==> src/rtl/combo_pkg.sv <==
// Shared types and constants for the combination-lock digit interface.
package combo_pkg;

  typedef enum logic [2:0] {
    IDLE,
    CHECK,
    SEND,
    GAP,
    WAIT_RES,
    FINISH
  } sender_state_t;

  typedef logic [3:0] digit_t;

  localparam int MAX_BCD            = 9;
  localparam int DEFAULT_NUM_DIGITS = 6;
  localparam logic [23:0] LOCK_TEST_CODE = 24'h946222;

endpackage

==> src/rtl/bcd_code_check.sv <==
// Combinational check that flags any nibble of a packed BCD code above 9.
module bcd_code_check
  import combo_pkg::*;
#(
  parameter int NUM_DIGITS = DEFAULT_NUM_DIGITS,
  parameter int DIGIT_W    = 4
) (
  input  logic [NUM_DIGITS*DIGIT_W-1:0] code,
  output logic                          bad
);

  always_comb begin
    bad = 1'b0;
    for (int i = 0; i < NUM_DIGITS; i++) begin
      if (code[i*DIGIT_W +: DIGIT_W] > DIGIT_W'(MAX_BCD)) bad = 1'b1;
    end
  end

endmodule

==> src/rtl/combo_digit_sender.sv <==
// Serializes a BCD combination into the lock digit port and captures its verdict.
// Optional abort input/err_abort output enabled by COMBO_DIGIT_SENDER_ABORT_EN.
module combo_digit_sender
  import combo_pkg::*;
#(
  parameter int NUM_DIGITS     = DEFAULT_NUM_DIGITS,
  parameter int DIGIT_W        = 4,
  parameter int GAP_CYCLES     = 2,
  parameter int RESULT_TIMEOUT = 8
) (
  input  logic                          clk,
  input  logic                          rst,
  input  logic                          start,
  input  logic [NUM_DIGITS*DIGIT_W-1:0] code_in,
  output logic [DIGIT_W-1:0]            digit_out,
  output logic                          digit_valid,
  input  logic                          digit_ready,
  input  logic                          lock_open,
  input  logic                          lock_verdict_valid,
  output logic                          busy,
  output logic                          done,
  output logic                          result_open,
  output logic                          err_code,
  output logic                          err_timeout
`ifdef COMBO_DIGIT_SENDER_ABORT_EN
  ,
  input  logic                          abort,
  output logic                          err_abort
`endif
);

  localparam int CODE_W = NUM_DIGITS * DIGIT_W;
  localparam int CW     = (NUM_DIGITS > 1) ? $clog2(NUM_DIGITS) : 1;
  localparam int TW     = $clog2(RESULT_TIMEOUT + 1);
  localparam logic [CW-1:0] LAST_DIGIT = CW'(NUM_DIGITS - 1);

  sender_state_t     state, state_nxt;
  logic [CODE_W-1:0] shreg;
  logic [CW-1:0]     dig_cnt;
  logic [3:0]        gap_cnt;
  logic [TW-1:0]     tmr;
  logic              code_bad;
  logic              abort_now;
  logic              xfer;
  logic              tmr_expired;

  bcd_code_check #(
    .NUM_DIGITS (NUM_DIGITS),
    .DIGIT_W    (DIGIT_W)
  ) u_check (
    .code (shreg),
    .bad  (code_bad)
  );

`ifdef COMBO_DIGIT_SENDER_ABORT_EN
  assign abort_now = abort && (state != IDLE) && (state != FINISH);
`else
  assign abort_now = 1'b0;
`endif

  // Abort outranks a transfer in the same cycle, so the digit is not counted.
  assign xfer        = (state == SEND) && digit_ready && !abort_now;
  assign tmr_expired = (tmr == TW'(RESULT_TIMEOUT - 1));

  assign busy        = (state != IDLE);
  assign done        = (state == FINISH);
  assign digit_valid = (state == SEND) && !abort_now;
  assign digit_out   = (state == SEND) ? shreg[CODE_W-1 -: DIGIT_W] : '0;

  always_comb begin
    state_nxt = state;
    unique case (state)
      IDLE:     if (start) state_nxt = CHECK;
      CHECK:    state_nxt = code_bad ? FINISH : SEND;
      SEND: begin
        if (xfer) begin
          if (dig_cnt == LAST_DIGIT) state_nxt = WAIT_RES;
          else if (GAP_CYCLES == 0)  state_nxt = SEND;
          else                       state_nxt = GAP;
        end
      end
      GAP:      if (gap_cnt == 4'(GAP_CYCLES - 1)) state_nxt = SEND;
      WAIT_RES: if (lock_verdict_valid || tmr_expired) state_nxt = FINISH;
      FINISH:   state_nxt = IDLE;
      default:  state_nxt = IDLE;
    endcase
    if (abort_now) state_nxt = FINISH;
  end

  always_ff @(posedge clk) begin
    if (rst) begin
      state       <= IDLE;
      shreg       <= '0;
      dig_cnt     <= '0;
      gap_cnt     <= '0;
      tmr         <= '0;
      result_open <= 1'b0;
      err_code    <= 1'b0;
      err_timeout <= 1'b0;
`ifdef COMBO_DIGIT_SENDER_ABORT_EN
      err_abort   <= 1'b0;
`endif
    end else begin
      state <= state_nxt;
      if (!abort_now) begin
        unique case (state)
          IDLE: begin
            if (start) begin
              shreg       <= code_in;
              dig_cnt     <= '0;
              result_open <= 1'b0;
              err_code    <= 1'b0;
              err_timeout <= 1'b0;
`ifdef COMBO_DIGIT_SENDER_ABORT_EN
              err_abort   <= 1'b0;
`endif
            end
          end
          CHECK: if (code_bad) err_code <= 1'b1;
          SEND: begin
            if (xfer) begin
              gap_cnt <= '0;
              tmr     <= '0;
              if (dig_cnt != LAST_DIGIT) begin
                shreg   <= shreg << DIGIT_W;
                dig_cnt <= dig_cnt + 1'b1;
              end
            end
          end
          GAP: gap_cnt <= gap_cnt + 1'b1;
          // A verdict on the expiry cycle takes precedence over the timeout.
          WAIT_RES: begin
            tmr <= tmr + 1'b1;
            if (lock_verdict_valid) result_open <= lock_open;
            else if (tmr_expired)   err_timeout <= 1'b1;
          end
          default: ;
        endcase
      end
`ifdef COMBO_DIGIT_SENDER_ABORT_EN
      else begin
        err_abort   <= 1'b1;
        result_open <= 1'b0;
      end
`endif
    end
  end

endmodule

==> config.mk <==
export PLATFORM = sky130hd
export DESIGN_NAME = combo_digit_sender
export DESIGN_NICKNAME = d
export VERILOG_FILES = /design/src/rtl/combo_pkg.sv /design/src/rtl/bcd_code_check.sv /design/src/rtl/combo_digit_sender.sv
export SDC_FILE = /design/constraint.sdc
export NUM_CORES = 1
export LEC_CHECK = 0
export CORE_AREA = 2 2 82 65
export CTS_BUF_LIST = sky130_fd_sc_hd__clkbuf_8
export DETAILED_ROUTE_END_ITERATION = 6
export DIE_AREA = 0 0 84 67
export PLACE_DENSITY = 0.7
export REMOVE_ABC_BUFFERS = 1
export SYNTH_ARGS = -nofsm -noshare
export SYNTH_HDL_FRONTEND = slang
export SYNTH_HIERARCHICAL = 1
export SYNTH_SLANG_ARGS = --single-unit
==> constraint.sdc <==
create_clock -name clk -period 1.8 [get_ports clk]
set_input_delay 0.27 -clock clk [delete_from_list [all_inputs] [get_ports clk]]
set_output_delay 0.27 -clock clk [all_outputs]
set_load 0.05 [all_outputs]
; ---- Word-level counts from Yosys, hierarchy flattened
; Index checks and enable logic that the tools add are counted.
[totals]
mem_bits_rw = 0
n_memories = 0
latch_bits = 0
register_bits = 41
inputBits = 30
mem_bits_ro = 0
[classes]
magnitude_cmp = 6
reduce_logical = 16
addsub = 3
n_eq_ne = 18
n_shift = 0
bitwise_logic = 0
n_mul = 0
n_mux = 33
div = 0
[ops]
columns = op, count
row1 = 2-to-1 mux 24 bit, 3
row2 = case mux 24 bit (2 select lines), 1
row3 = 2-to-1 mux 3 bit, 9
row4 = greater-than comparator 4 bit (second input constant), 6
row5 = case mux 4 bit (2 select lines), 2
row6 = case mux 3 bit (5 select lines), 1
row7 = != test 2 bit (second input constant), 7
row8 = AND reduction 4 bit, 3
row9 = 2-to-1 mux 1 bit, 11
row10 = nonzero test 2 bit, 5
row11 = equality test 3 bit (second input constant), 3
row12 = adder 4 x 1 -> 4 bit (second input constant), 2
row13 = 2-to-1 mux 4 bit, 2
row14 = equality test 3 x 2 -> 1 bit (second input constant), 2
row15 = case mux 1 bit (2 select lines), 3
row16 = case mux 3 bit (2 select lines), 1
row17 = AND reduction 3 bit, 2
row18 = equality test 4 x 1 -> 1 bit (second input constant), 1
row19 = equality test 4 x 3 -> 1 bit (second input constant), 1
row20 = != test 2 x 1 -> 1 bit (second input constant), 2
row21 = AND reduction 2 bit, 2
row22 = adder 3 x 1 -> 3 bit (second input constant), 1
row23 = equality test 3 x 1 -> 1 bit (second input constant), 1
row24 = zero test 3 bit, 1
row25 = 4 further kinds, 4

; ---- Longest topological paths before layout
; Gate-level depths: netlist of run 1.
[logic_depth]
ltp_word = 9
depth_mapped = 8
ltp_nobuf = 7

; ---- Modules after synthesis
; The synthesis of run 1 kept the hierarchy.
[by_module_without_submodules]
columns = module, cells_per_inst, seq_area_each_um2, area_each_um2, instances
row1 = combo_digit_sender, 226, 820.8, 2093.3, 1
row2 = bcd_code_check, 8, 0.0, 43.8, 1

; ---- Worst setup path before layout of run 1
; OpenSTA, ideal clock, no wires.
[synth_timing]
kind = reg-to-output
from = register state[1]
to = output port digit_out[0]
t_arrival_ns = 1.636
path_slack_ns = -0.106
path_stages_with_launch = 5
t_required_ns = 1.530
path_cell_list = dfxtp_1 -> buf_4 -> nor3b_4 -> buf_2 -> and2_1
[synth_between]
elab_chain_len = 2
[synth_rtl]
columns = element, line_no
row1 = start: declaration, combo_digit_sender.sv:37  ; sender_state_t state, state_nxt;
row2 = start signal: assignment, combo_digit_sender.sv:104  ; state <= state_nxt;
row3 = equality test 3 x 2 -> 1 bit, n/a
row4 = via digit_valid, combo_digit_sender.sv:16  ; output logic digit_valid,
row5 = 2-to-1 mux 4 bit, combo_digit_sender.sv:68  ; assign digit_out = (state == SEND) ? shreg[CODE_W-1 -: DIGIT_W] : '0;
row6 = end: declaration, combo_digit_sender.sv:15  ; output logic [DIGIT_W-1:0] digit_out,
; The timed path passes the listed nets, and every way through them passes these cells.

; ---- Final worst setup path of run 1
[layout_timing]
from = register err_code
to = output port err_code
[layout_rtl]
columns = element, line_no
row1 = start: declaration, combo_digit_sender.sv:23  ; output logic err_code,
row2 = start signal: assignment, combo_digit_sender.sv:98  ; err_code <= 1'b0;
row3 = start signal: assignment, combo_digit_sender.sv:112  ; err_code <= 1'b0;
row4 = start signal: assignment, combo_digit_sender.sv:119  ; CHECK: if (code_bad) err_code <= 1'b1;
; No word-level cell between the ends.

==> qor.json, run 1 <==
{
  "outcome": {"value": "finished, final reports clean"},
  "synthDistinctLibCells": {"value": 43},
  "synth_enable_flop_cells": {"value": 0},
  "cts_tree": {"value": "yes"},
  "critical-path-top-delay-family": {"value": "buffers and inverters"},
  "io_buffer_count": {"value": 39},
  "path_buf_inv": {"value": 1},
  "drtAntennaViolNets": {"value": 0},
  "timing.critical_path.to_type": {"value": "output pin"},
  "synthDominantCellAreaShare": {"value": 38.4, "unit": "%"},
  "postSynth.asyncResetShare": {"value": 0, "unit": "%"},
  "setup-tns-final": {"value": 0, "unit": "ns"},
  "globalRoute.totalOverflow": {"value": 0},
  "netlist_instances": {"value": 234},
  "hold_ws": {"value": 0.474, "unit": "ns"},
  "totalPowerFinal": {"value": 4.04, "unit": "mW"},
  "ios": {"value": 40},
  "cp_data_required_time": {"value": 1.53, "unit": "ns"},
  "cp_cell_sequence": {"value": "clkdlybuf4s50_1"},
  "syn-mean-instance-area": {"value": 9.13, "unit": "um2"},
  "synth_area_leaders": {"value": "dfxtp_1 38%, mux2i_1 13%, nor2_1 6.7%"},
  "p_per_area": {"value": 1380, "unit": "nW/um2"},
  "worst_setup_path_start_kind": {"value": "flip-flop"},
  "critPathMaxFanout": {"value": 2},
  "routed_via_density": {"value": 5.35},
  "dieArea": {"value": 5630, "unit": "um2"},
  "synth.cell_area": {"value": 2140, "unit": "um2"},
  "crit_slowest_cell": {"value": "clkdlybuf4s50_1"},
  "slew_at_the_pin_with_the_worst_max_slew_slack": {"value": 0.494, "unit": "ns"},
  "tritoncts.num_buffers": {"value": 5},
  "detail_route.drc_violations": {"value": 0},
  "final_layout_size_suffix_gt1_share": {"value": 19.3, "unit": "%"},
  "routed_wl": {"value": 4.75, "unit": "mm"},
  "grt_start_max_net_pins": {"value": 47},
  "holdBufCountCts": {"value": 0},
  "critPathMaxStageDelay": {"value": 0.82, "unit": "ns"},
  "max_cap_violations": {"value": 0},
  "hp-class": {"value": "reg2reg"},
  "timing.max_slew.rel_slack": {"value": 66.9, "unit": "%"},
  "drt_iter0_drc": {"value": 89},
  "flow.area_growth_from_synthesis": {"value": 36.5, "unit": "%"},
  "synthesis.yosys.warnings": {"value": 6},
  "rows": {"value": 22},
  "n_antenna_cell": {"value": 0},
  "setup_viol_count_final": {"value": 0},
  "detail_route.wl_per_cell": {"value": 13.8, "unit": "um"},
  "power.ir.vdd_worst": {"value": 0.742, "unit": "mV"},
  "die_h": {"value": 67, "unit": "um"},
  "synth_largest_area_cell": {"value": "dfxtp_1"},
  "floorplan.core_area": {"value": 4760, "unit": "um2"},
  "period_minus_slack": {"value": 1.76, "unit": "ns"},
  "postSynthRegisterBits": {"value": 41},
  "max-clock-path-buffers": {"value": 2},
  "dr.pass1.iters": {"value": 4},
  "dr_total_vias": {"value": 1845},
  "overall_routing_resource_usage": {"value": 16.6, "unit": "%"},
  "drv_slew": {"value": 0},
  "starting_density_of_the_core": {"value": 44.9, "unit": "%"},
  "synth_top_cells_by_count": {"value": "41 x dfxtp_1, 38 x nor2_1, 27 x mux2i_1"},
  "crit_arrival": {"value": 1.49, "unit": "ns"},
  "clk_pin_slew": {"value": 0.08, "unit": "ns"},
  "chipWidth": {"value": 84, "unit": "um"},
  "top_ff_cell_synth": {"value": "dfxtp_1"},
  "clock_insertion_delay_worst_skew": {"value": 0.29, "unit": "ns"},
  "first_pass_grt_wire_length": {"value": 7.33, "unit": "mm"},
  "root_buffer": {"value": "clkbuf_8"},
  "antenna_found_initial": {"value": 0},
  "final.period_utilization": {"value": 97.7, "unit": "%"},
  "clock_sink_count": {"value": 41},
  "place_congestion": {"value": 0.859},
  "total_leakage_power": {"value": 1.09, "unit": "nW"},
  "most_frequent_cell_after_synthesis": {"value": "dfxtp_1"},
  "clock_skew_after_layout": {"value": 0.00421, "unit": "ns"},
  "post-dp-hpwl": {"value": 3.19, "unit": "mm"},
  "timing.fmax": {"value": 0.568, "unit": "GHz"},
  "synth_sequential_area_ratio": {"value": 38.4, "unit": "%"},
  "nets": {"value": 319},
  "timing_hold_violations_final": {"value": 0},
  "htreeDepth": {"value": 2},
  "grt_pass1_vias": {"value": 1580},
  "critPathKind": {"value": "reg2out"}
}
-- path summary, 6_finish.rpt --
check,cells past startpoint,slack [ns],from,to
worst max-delay path,1,0.04,err_code$_SDFFE_PP0P_,err_code
worst min-delay path,2,0.47,result_open$_SDFFE_PP0P_,result_open$_SDFFE_PP0P_
worst max register to register,8,0.13,dig_cnt[1]$_SDFFE_PP0P_,shreg[10]$_SDFFE_PP0P_
worst min register to register,2,0.47,result_open$_SDFFE_PP0P_,result_open$_SDFFE_PP0P_
-- per-layer routing --
metal | GRT usage, % | vias up | share of wire, %
met3 | 3.97 | 5 | 3.4
li1 | - | 941 | -
met1 | 23.6 | 860 | 54
met2 | 24.2 | 39 | 42
met5 | 0 | - | 0
met4 | 6.45 | 0 | 0.80
-- cell families (layout without fill, tap and decap cells) --
| group | Yosys count | after routing | synth area share (%) |
|---|---|---|---|
| AOI/OAI and AO/OA | 58 | 58 | 19.4 |
| xor gates and xnor gates | 1 | 1 | 0.410 |
| adders and majority gates | 5 | 5 | 2.93 |
| buffers and inverters | 22 | 73 | 5.74 |
| DFF | 41 | 41 | 38.4 |
| muxes | 28 | 28 | 13.2 |
| and+or+nand+nor | 79 | 79 | 20.0 |
-- final cells by class --
| type | count | area, um2 |
|---|---|---|
| Clock inverter | 2 | 37.5 |
| Fill cell | 427 | 1850 |
| Inverter | 5 | 18.8 |
| Multi-Input combinational cell | 171 | 1200 |
| Clock buffer | 6 | 82.6 |
| Timing Repair Buffer | 60 | 676 |
| Sequential cell | 41 | 825 |
| Tap cell | 60 | 75.1 |
-- cell usage in the layout, fill, tap and decap left out, types with 3 or more instances in the layout --
cell type        count
dfxtp_1             38
nor3_1               8
inv_1                5
and2_1               4
buf_12              10
nor2_1              38
a211oi_1            13
clkbuf_8             6
buf_4               17
nand2_1              4
o21ai_0              6
a21oi_1             15
a211oi_2             8
dfxtp_2              3
o21ai_1              4
mux2i_1             27
ha_1                 5
nand3_1              4
clkdlybuf4s50_1     30
nor2b_1              5
-- repair_timing --
item,4_1_cts,5_1_grt
pin swaps,1,1
cloned,0,2
gates resized for setup,1,3
endpoints found under the setup margin,5,6
setup buffers,1,2
-- power breakdown --
part / internal [mW] / leakage, nW / switching, mW / total, mW
sequential: 1.12 / 0.337 / 0.170 / 1.29
combinational: 0.968 / 0.698 / 1.00 / 1.97
clock: 0.451 / 0.0574 / 0.328 / 0.779
total: 2.53 / 1.09 / 1.50 / 4.04
-- metrics by stage --
stage	util, %	instances	setup slack (ns)	instance area [um2]
4_1_cts	60.3	341	0.00126	2870
6_report	61.2	345	0.0409	2920
3_3_place_gp	57.6	332	-0.0409	2740
3_5_place_dp	57.6	332	-0.0865	2740
2_1_floorplan	-	217	-1.83	2030
5_1_grt	61.2	345	-0.00542	2920
-- sequential cells by signal, indices dropped and copies added, names as in the netlist --
name / cells
shreg: 24
gap_cnt: 4
tmr: 4
dig_cnt: 3
state: 3
err_code: 1
err_timeout: 1
result_open: 1
Note: power is estimated with default switching activity, not from simulation.
==> run 2: changes to the inputs <==
--- a/config.mk
+++ b/config.mk
@@ -5,8 +5,10 @@
 export SDC_FILE = /design/constraint.sdc
 export NUM_CORES = 1
 export LEC_CHECK = 0
+export CAP_MARGIN = 20
 export CORE_AREA = 2 2 82 65
 export CTS_BUF_LIST = sky130_fd_sc_hd__clkbuf_8
+export CTS_CLUSTER_DIAMETER = 40
 export DETAILED_ROUTE_END_ITERATION = 6
 export DIE_AREA = 0 0 84 67
 export PLACE_DENSITY = 0.7
==> results of run 2 <==
Same layout as run 1: the final DEF is identical, and so are final timing and power.
==> RTL change 1: new RTL, settings of run 2 <==
Set the parameter `RESULT_TIMEOUT` to 4 (it was 8).
--- a/src/rtl/combo_digit_sender.sv
+++ b/src/rtl/combo_digit_sender.sv
@@ -7,5 +7,5 @@
   parameter int DIGIT_W        = 4,
   parameter int GAP_CYCLES     = 2,
-  parameter int RESULT_TIMEOUT = 8
+  parameter int RESULT_TIMEOUT = 4
 ) (
   input  logic                          clk,
Function: no difference found for any inputs over 10 cycles, from zero or initial values and one cycle with rst high; that may be too few to reach the edited logic, so the function may still have changed.
==> RTL change 1 against run 2 <==
  * Clock skew up 4.3 ps
  * Register-to-register slack gained 30 ps
  * Sequential cell count down 1
  * Synthesized cell count unchanged
  * Synthesized area about the same
  * Total power decreased by 6.7%
  * Count of clock-buffer cells in the layout shrank 1
  * Design area decreased by 3.6%
  * Worst setup slack improved by 22 ps
  * Wire length rose by 7.3%
  * Utilization down 2.2 points
==> RTL change 1: results (changes against run 2) <==
run status - complete, no violations
Placement Setup Slack - -11.0 ps (+75.5 ps)
met3 wire len - 207 um (+29%)
crit path capture - digit_out[0]
top post-synthesis cells by count - 40 x dfxtp_1, 22 x a31oi_1, 21 x a211oi_1, 21 x mux2i_1, 14 x a21oi_1
TritonCTS Buffers - 5 (unchanged)
total track usage - 19.2% (+2.6 points)
Power Internal - 2300 uW (-9.4%)
met1 capacity usage during global routing - 26.0% (+2.4 points)
Slew @ Worst Pin - 572 ps (+77.5 ps)
WL met2 - 2.23 mm (+11%)
sequential area share after synthesis - 37.5% (-0.91 points)
reg-to-reg slack, setup - 160 ps (+30 ps)
gpl congestion - 0.778 (-9.4%)
critical hold path startpoint - shreg[0]$_SDFFE_PP0P_
Synth area leaders - dfxtp_1 37%, mux2i_1 9.8%, a211oi_1 7.4%
VDD IR max - 817 uV (+10%)
clock slew at the register clock pins of the worst setup and hold paths - 70 ps
1st-pass router iterations - 4 (unchanged)
grt met3 use - 3.72% (-0.25 points)
Critical Path AT - 1470 ps (-20 ps)
Max Slew Vio Count - 0 (unchanged)
Avg Vias per Cell - 5.83 (+9.1%)
R2R Path End - shreg[17]$_SDFFE_PP0P_
Clock Skews - 8.48 ps (+4.27 ps)
clock power share - 14.8% (-4.5 points)
layout net count - 309 (-3.1%)
fraction of layout cells with a size suffix above 1 - 15.4% (-3.9 points)
Tmin final - 1740 ps (-21.9 ps)
routed wire length - 5.09 mm (+7.3%)
R2R cell count - 5 (-3)
Syn. warnings - 6 (unchanged)
Mapped Avg Cell Area - 9.13 um^2 (about the same)
DRT iter0 DRCs - 152 (+71%)
RR Startpoint - dig_cnt[0]$_SDFFE_PP0P_
Final Hold Viols - 0 (unchanged)
Hold EP - shreg[0]$_SDFFE_PP0P_
placed insts - 324 (-2.4%)
vias in the first global route - 1,817 (+15%)
CP max FO - 11 (+9)
first-pass GRT wire length - 8.63 mm (+18%)
Seq pwr share - 34.5% (+2.6 points)
met2 Resource Use GR - 30.2% (+6.0 points)
HPWL Detailed - 3.38 mm (+5.9%)
fill cell count - 412 (-3.5%)
slowest CP cell - dfxtp_2
LEAKAGE - 0.00102 uW (-6.8%)
M1 WL - 2.57 mm (+0.87%)
vias - 1,942 (+5.3%)
Crit path largest cell delay - 420 ps (-400 ps)
Critical path origin - state[1]$_SDFFE_PP0P_
largest net degree at the start of global routing - 27 (-43%)
post-synthesis cell type count - 51 (+19%)
biggest regs - shreg x24, gap_cnt x4
RTL change 1: changes by cell type after synthesis, sizes merged, moves of 4 or more:
cell | run 2 | this run
nand2 | 4 | 8
a31oi | 2 | 22
clkbuf | 5 | 10
nor3 | 8 | 1
mux2i | 27 | 21
nor2 | 38 | 6
o21ai | 10 | 6
o31ai | 0 | 5
nand3 | 4 | 9
nor2b | 5 | 0
RTL change 1: repair_timing:
item,in CTS,in global routing
endpoints found under the hold margin,0,0
setup buffers,0,1
cloned,0,1
gates resized for setup,3,3
setup endpoints to repair,5,6
pin swaps,0,1
RTL change 1: metrics by stage:
stage                     power [uW]  cell area (um^2)  utilization [%]  hold slack [ps]  setup TNS [ps]
final                           3770              2810             59.1              472               0
after global routing            4010              2810             59.1              488           -21.6
after CTS                       3700              2770             58.2              474               0
after detailed placement        3120              2690             56.4              464           -34.5
after global placement          3090              2690             56.4              460               0
after floorplan                 2360              2000                -              339          -72330
RTL change 1: critical path, delay by kind of cell (launching register included):
kind | cells | cell delay (ps)
AND/OR/NAND/NOR | 2 | 440
flip-flops | 1 | 420
buffers and inverters | 2 | 310
RTL change 1: cells by family after synthesis:
group                      share of synthesized area, %
muxes                                              10.4
xor gates and xnor gates                          0.410
DFF                                                37.5
AOI/OAI and AO/OA                                  25.8
buffers and inverters                              7.67
adders and majority gates                          3.51
and+or+nand+nor                                    14.7
RTL change 1: area by class of cell:
type | instances | area [um^2] | share of cell area, %
repair buffers | 55 | 631 | 22.4
clock inverters | 2 | 8.76 | 0.311
multi-input cells | 163 | 1190 | 42.4
inverters | 8 | 30.0 | 1.07
clock buffers | 5 | 68.8 | 2.45
flip-flops and latches | 40 | 806 | 28.6
well taps | 60 | 75.1 | 2.67
==> RTL change 2: new RTL, settings of run 2 <==
Made on the original files. Encoding of `sender_state_t`: now Gray code (3 bits for 6 states).
--- a/src/rtl/combo_pkg.sv
+++ b/src/rtl/combo_pkg.sv
@@ -3,10 +3,10 @@
 
   typedef enum logic [2:0] {
-    IDLE,
-    CHECK,
-    SEND,
-    GAP,
-    WAIT_RES,
-    FINISH
+    IDLE     = 3'b000,
+    CHECK    = 3'b001,
+    SEND     = 3'b011,
+    GAP      = 3'b010,
+    WAIT_RES = 3'b110,
+    FINISH   = 3'b111
   } sender_state_t;
 
Formal check against the unedited RTL: same outputs for any inputs over 10 cycles, from zero or initial values and one cycle with rst high; not proved beyond that.
==> RTL change 2 against run 2 <==
  * Die area unchanged
  * Clock skew increased by 3.3 ps
  * Non-clock buffer count decreased by 4
  * Fmax increased by 2.6%
  * Synthesized area increased by 2.2%
  * Synthesized cell count increased by 1.3%
  * Sequential cell count unchanged
  * Wire length increased by 13%
  * Design area decreased by 1.1%
  * Worst setup slack improved by 44 ps
  * Via count increased by 3.8%
  * Critical endpoint is now result_open
Power is not compared: it rests on default switching activity, and its combinational part moved more than twofold at a synthesized area within 25%.
==> RTL change 2: results (changes against run 2) <==
placed instance area - 2730 um^2 (-0.55%)
WL met2 - 2.53 mm (+26%)
fmax - 0.583 GHz (+2.6%)
Worst Hold Depth - 1 (-1)
run status - complete, no violations
total track usage - 20.2% (+3.6 points)
gpl congestion - 0.798 (-7.1%)
layout net count - 313 (-1.9%)
met3 wire len - 187 um (+17%)
Slew headroom - 66.0% (-0.98 points)
fraction of layout cells with a size suffix above 1 - 17.9% (-1.4 points)
met2 Resource Use GR - 32.4% (+8.2 points)
HPWL Detailed - 3.56 mm (+12%)
Post-Synth Adder-Cell Area - 2.87% (-0.062 points)
sequential area share after synthesis - 37.6% (-0.81 points)
Avg Vias per Cell - 5.65 (+5.7%)
met1 capacity usage during global routing - 26.1% (+2.5 points)
XOR/XNOR Fraction of Synth Area - 0.401% (-0.0087 points)
routed length per instance - 15.9 um (+15%)
critical hold path startpoint - tmr[3]$_SDFFE_PP0P_
Hold EP - tmr[3]$_SDFFE_PP0P_
DRT iter0 DRCs - 104 (+17%)
# Post-CTS Setup Buffers - 0 (-1)
RR Startpoint - gap_cnt[0]$_SDFFE_PP0P_
vias in the first global route - 1,896 (+20%)
Mapped Avg Cell Area - 9.21 um^2 (+0.87%)
Crit path largest cell delay - 800 ps (-20 ps)
Critical path origin - result_open$_SDFFE_PP0P_
placed insts - 330 (-0.60%)
Final Non-Filler Cells - 339 (-1.7%)
Synth area leaders - dfxtp_1 38%, mux2i_1 9.2%, a221oi_1 7.2%
grt met3 use - 5.33% (+1.4 points)
Critical Path AT - 1440 ps (-50 ps)
multiplexer share of the synthesized area - 9.68% (-3.5 points)
Clock Skews - 7.54 ps (+3.33 ps)
[RTL change 2: final cells by class]
cell class              count  share of cell area, %
clock inverters             3                   2.26
multi-input cells         167                   42.2
well taps                  60                   2.60
inverters                   7                  0.911
repair buffers             56                   21.1
flip-flops and latches     41                   28.6
clock buffers               5                   2.39
[RTL change 2: cells by family (layout without fill, tap and decap cells)]
| kind of cell | after synthesis | after routing |
|---|---|---|
| and+or+nand+nor | 76 | 76 |
| AOI/OAI and AO/OA | 63 | 64 |
| adders and majority gates | 5 | 5 |
| buffers and inverters | 30 | 71 |
| muxes | 21 | 21 |
| xor gates and xnor gates | 1 | 1 |
| DFF | 41 | 41 |
[RTL change 2: where the power goes]
group          total [uW]  leakage [uW]  internal [uW]  switching, uW
Sequential           1150      0.000337           1030            118
Combinational         841      0.000801            411            430
Clock                 897     0.0000681            551            345
[RTL change 2: what timing repair did]
item | in CTS | in global routing
setup endpoints to repair | 8 | 25
pin swaps | 1 | 0
cloned | 1 | 0
resized for setup | 1 | 6
